File: src/rtl/fp_seq_multiplier.sv
// Iterative IEEE-754 single-precision multiplier: 24 shift-add iterations,
// then a single normalise/round-to-nearest-even step. Fixed 25-edge latency.
module fp_seq_multiplier (
   input  logic        clk,
   input  logic        rst_n,
   input  logic        start,
   input  logic [31:0] a,
   input  logic [31:0] b,
   output logic        busy,
   output logic        done,
   output logic [31:0] p
);

   localparam logic [1:0] ST_IDLE = 2'd0;
   localparam logic [1:0] ST_MUL  = 2'd1;
   localparam logic [1:0] ST_NORM = 2'd2;

   logic [1:0]  state_reg;
   logic [31:0] a_reg;
   logic [31:0] b_reg;
   logic [47:0] acc_reg;
   logic [4:0]  cnt_reg;
   logic        busy_reg;
   logic        done_reg;
   logic [31:0] p_reg;

   logic [23:0] mant_a;
   logic [23:0] mant_b;
   logic [47:0] partial;
   logic [7:0]  exp_a;
   logic [7:0]  exp_b;
   logic        sign;
   logic [9:0]  exp_sum;
   logic [9:0]  exp_norm;
   logic [9:0]  exp_final;
   logic [22:0] frac_pre;
   logic [23:0] frac_rnd;
   logic [22:0] frac_final;
   logic        guard;
   logic        sticky;
   logic        round_up;
   logic [31:0] result_next;

   assign mant_a  = {1'b1, a_reg[22:0]};
   assign mant_b  = {1'b1, b_reg[22:0]};
   assign exp_a   = a_reg[30:23];
   assign exp_b   = b_reg[30:23];
   assign sign    = a_reg[31] ^ b_reg[31];
   assign partial = {24'd0, mant_a} << cnt_reg;
   // Biased sum kept in 10 bits so it can be read as signed for under/overflow
   assign exp_sum = {2'b00, exp_a} + {2'b00, exp_b} - 10'd127;

   always_comb begin
      frac_pre = acc_reg[45:23];
      guard    = acc_reg[22];
      sticky   = |acc_reg[21:0];
      exp_norm = exp_sum;
      if (acc_reg[47]) begin
         frac_pre = acc_reg[46:24];
         guard    = acc_reg[23];
         sticky   = |acc_reg[22:0];
         exp_norm = exp_sum + 10'd1;
      end
   end

   assign round_up   = guard & (sticky | frac_pre[0]);
   assign frac_rnd   = {1'b0, frac_pre} + {23'd0, round_up};
   assign exp_final  = exp_norm + {9'd0, frac_rnd[23]};
   assign frac_final = frac_rnd[23] ? 23'd0 : frac_rnd[22:0];

   always_comb begin
      result_next = {sign, exp_final[7:0], frac_final};
      if ((exp_a == 8'hFF && exp_b == 8'h00) || (exp_b == 8'hFF && exp_a == 8'h00)) begin
         result_next = 32'h7FC0_0000;
      end else if (exp_a == 8'hFF || exp_b == 8'hFF) begin
         result_next = {sign, 8'hFF, 23'd0};
      end else if (exp_a == 8'h00 || exp_b == 8'h00) begin
         result_next = {sign, 31'd0};
      end else if ($signed(exp_final) >= $signed(10'd255)) begin
         result_next = {sign, 8'hFF, 23'd0};
      end else if ($signed(exp_final) <= $signed(10'd0)) begin
         result_next = {sign, 31'd0};
      end
   end

   always_ff @(posedge clk) begin
      if (!rst_n) begin
         state_reg <= ST_IDLE;
         a_reg     <= 32'd0;
         b_reg     <= 32'd0;
         acc_reg   <= 48'd0;
         cnt_reg   <= 5'd0;
         busy_reg  <= 1'b0;
         done_reg  <= 1'b0;
         p_reg     <= 32'd0;
      end else begin
         case (state_reg)
            ST_IDLE: begin
               done_reg <= 1'b0;
               if (start) begin
                  a_reg     <= a;
                  b_reg     <= b;
                  acc_reg   <= 48'd0;
                  cnt_reg   <= 5'd0;
                  busy_reg  <= 1'b1;
                  state_reg <= ST_MUL;
               end
            end
            ST_MUL: begin
               if (mant_b[cnt_reg]) begin
                  acc_reg <= acc_reg + partial;
               end
               cnt_reg <= cnt_reg + 5'd1;
               if (cnt_reg == 5'd23) begin
                  state_reg <= ST_NORM;
               end
            end
            ST_NORM: begin
               p_reg     <= result_next;
               done_reg  <= 1'b1;
               busy_reg  <= 1'b0;
               state_reg <= ST_IDLE;
            end
            default: begin
               state_reg <= ST_IDLE;
               busy_reg  <= 1'b0;
               done_reg  <= 1'b0;
            end
         endcase
      end
   end

   assign busy = busy_reg;
   assign done = done_reg;
   assign p    = p_reg;

endmodule

File: config.mk
export PLATFORM = sky130hd
export DESIGN_NAME = fp_seq_multiplier
export DESIGN_NICKNAME = d
export VERILOG_FILES = /design/src/rtl/fp_seq_multiplier.sv
export SDC_FILE = /design/constraint.sdc
export NUM_CORES = 1
export LEC_CHECK = 0
export CAP_MARGIN = 20
export CORE_MARGIN = 4
export CORE_UTILIZATION = 47
export CTS_CLUSTER_DIAMETER = 50
export DETAILED_ROUTE_END_ITERATION = 12
export GPL_TIMING_DRIVEN = 0
export PLACE_DENSITY = 0.74
export SLEW_MARGIN = 20
export SYNTH_ARGS = -nofsm -noshare
export SYNTH_HDL_FRONTEND = slang
export SYNTH_SLANG_ARGS = --single-unit
File: constraint.sdc
create_clock -name clk -period 6.6 [get_ports clk]
set_input_delay 1.32 -clock clk [delete_from_list [all_inputs] [get_ports clk]]
set_output_delay 1.32 -clock clk [all_outputs]
set_load 0.005 [all_outputs]
==> impl_metrics.ini <==
[status]
outcome = finished, final reports clean

[sta]
finalCritPeriodShare_pct = 92.4
worst_slew_margin_rel_pct = 36.8
finalSetupTns_ns = 0
tightest_slew_ns = 0.949
period_minus_slack_ns = 6.10
final-max-slew-violation-count = 0
hold_viol = 0
finClkSkew_ns = 0.0172
rsz0062_at_grt = false
setup_violations = 0
whs_ns = 0.457
fmax_ghz = 0.164

[synth]
yosysMostFrequentCell = nand2_1
synth_edf_count = 0
synth_cell_type_count = 78
netlist_top_cells_count = nand2_1 (248), a21oi_1 (155), dfxtp_1 (153)
synth_area_leaders = dfxtp_1 (27%), nand2_1 (8.2%), ha_1 (7.5%), a21oi_1 (6.8%), nor2_1 (4.1%)
synthCells = 1482
synth_ff_type = dfxtp_1
async_flop_share_pct = 0
synthesis.area_um2 = 11400
syn_nets = 1619
ys_seq_area_share_pct = 26.8
ys_ff_latch = 153
yosysWarnings = 0
yosysTopAreaCell = dfxtp_1
synth_top_area_share_pct = 26.8
syn_area_per_cell_um2 = 7.70

[power_and_ir_drop]
seqPwrFrac_pct = 39.8
combPwrFrac_pct = 18.6
leakage_uw = 0.00528
p_int_uw = 1670
p_switching_uw = 804
p_per_area_nw_per_um2 = 184
clkPwrFrac_pct = 41.6
switching_share_pct = 32.5
ir_drop_mv = 0.126

[setup_path]
worst_setup_path_end_kind = flop
crit_path_start_kind = flop
rr_worst_depth = 19
path_class = flop to flop
arrival_ns = 6.42
r2r_start = cnt_reg[0]
r2r_slack_ns = 0.50
critical_path.max_fanout = 10
crit_required_ns = 6.92
r2r_end = acc_reg[46]

[min_path]
hold_depth = 2
hold_end = b_reg[10]
hp-start = b_reg[10]
hp-class = flop to flop

[floorplan]
die_height_um = 164
coreArea_um2 = 23700
rows = 56
die_w_um = 164
ios = 101
start_util_pct = 48.2
die-area_um2 = 26800

[run]
drv_cap = 0

[clocking]
hold_buffers = 0
clkTransAtPathRegs_ns = 0.09
cts_buffer_depth = 2
cts_tree = built
cts.sinks = 153
cts_buffers = 17
cts_resized = 0
clock-root-buffer = clkbuf_16
htreeDepth = 4
postCtsSetupRepairBufs = 0
insertion_delay_ns = 0.45

[routing]
drt_first_iter_violations = 811
vias_per_cell = 5.88
num_vias = 11400
ant_nets = 0
drt_wl_total_mm = 32.9
drc_errors = 0
post_drt_wl_per_cell_um = 17.0
drtPass1Iterations = 5

[global_route]
grt_pass1_vias = 10500
grt_max_degree = 21
grt_antenna_before_repair = 0
grt_pass1_wl_mm = 52.5
grt-ovfl-total = 0
grt_usage_pct = 24.0

[final_layout]
drive_above_1_share_pct = 5.39
area_growth_pct = 17.8
fill_cells = 2260
final_nets = 1737
largest_reg_flops = 48
n_antenna_cell = 0
stdcell_count = 1932

[placed_design]
io_buffers = 99
routabilityCongestion = 0.972
dp_cells = 1900
dp_hpwl_mm = 25.8
[kinds of logic (layout without fill, tap and decap cells)]
family | count (synthesis) | in the layout | share of synthesized area (%)
adders and majority gates | 70 | 70 | 7.81
xor gates and xnor gates | 59 | 59 | 4.59
muxes | 69 | 69 | 8.42
DFF | 153 | 153 | 26.8
AOI/OAI and AO/OA | 462 | 462 | 26.2
buffers and inverters | 122 | 253 | 4.08
and+or+nand+nor | 547 | 547 | 22.1
[critical path, cell delays in order (launching register included)]
cell	delay, ns
dfxtp_1	0.45
buf_1	0.61
buf_1	0.63
mux4_2	0.62
nand2_1	0.10
nand2_1	0.08
nor2_1	0.09
a21oi_1	0.07
nand2_1	0.10
o21ai_0	0.23
ha_1	0.37
clkbuf_1	0.26
nand4_1	0.17
or4_1	0.51
or2_2	0.30
o221a_2	0.31
o21ai_0	0.47
a31oi_1	0.25
o2111ai_1	0.24
nand3_1	0.11
[stage by stage]
stage,instance area [um^2],power (uW),utilization (%),worst slack [ns]
after floorplan,11400,1310,-,1.63
after global placement,12800,1450,54.1,0.632
after detailed placement,12800,1460,54.1,0.558
after CTS,13400,2480,56.8,0.547
after global routing,13400,2570,56.8,0.0275
final,13400,2470,56.8,0.501
[power by group through the flow]
stage / clock, uW / sequential [uW] / combinational (uW)
after floorplan: 0 / 994 / 317
after global placement: 0 / 1000 / 446
after detailed placement: 0 / 1000 / 453
after CTS: 1040 / 983 / 456
after global routing: 1070 / 988 / 508
final: 1030 / 984 / 461
[worst max path at each step]
stage                           from     endpoint  slack (ns)  cells past startpoint
final                     cnt_reg[0]  acc_reg[46]        0.50                     19
after detailed placement  cnt_reg[0]  acc_reg[46]        0.56                     19
after global routing      cnt_reg[0]  acc_reg[46]        0.03                     19
after global placement    cnt_reg[0]  acc_reg[46]        0.63                     19
after CTS                 cnt_reg[0]  acc_reg[46]        0.55                     19
after floorplan           cnt_reg[0]  acc_reg[46]        1.63                     17
[layout make-up]
type | count | area (um^2) | area share (%)
buffer | 85 | 327 | 2.43
clock buffer | 17 | 425 | 3.16
clock inverter | 15 | 211 | 1.57
inverter | 37 | 139 | 1.03
multi-input combinational | 1207 | 7890 | 58.7
sequential | 153 | 3060 | 22.8
tap | 319 | 399 | 2.97
timing repair buffer | 99 | 991 | 7.37
[routing by layer]
metal  up-vias  routed length, um  global-route usage (%)  part of all wire [%]
met1      5276              15500                    33.3                    47
met3        58               1700                    2.84                   5.2
met2       350              14900                    38.7                    45
met5         -                  0                       0                     0
li1       5671                  -                       -                     -
met4         0                870                    8.69                   2.6
[placed cells by master (no fill, tap or decap), types with 15 or more instances in the layout]
cell type | Yosys | final
a21oi_1 | 155 | 155
mux4_2 | 20 | 20
a21o_1 | 44 | 44
clkdlybuf4s50_1 | 0 | 99
xor2_1 | 27 | 27
o22ai_1 | 18 | 18
inv_1 | 33 | 33
a211oi_1 | 21 | 21
and2_1 | 15 | 15
dfxtp_1 | 153 | 153
nand2_1 | 248 | 248
mux2_2 | 16 | 16
nor2_1 | 125 | 125
a22oi_1 | 25 | 25
mux2i_1 | 33 | 33
clkbuf_16 | 0 | 17
ha_1 | 68 | 68
nor3_1 | 21 | 21
clkbuf_1 | 67 | 67
a22o_1 | 21 | 21
nand4_1 | 21 | 21
nand3_1 | 24 | 24
buf_1 | 17 | 17
xnor2_1 | 31 | 31
o21ai_0 | 76 | 76
No activity file was read; power rests on OpenSTA's default activity.
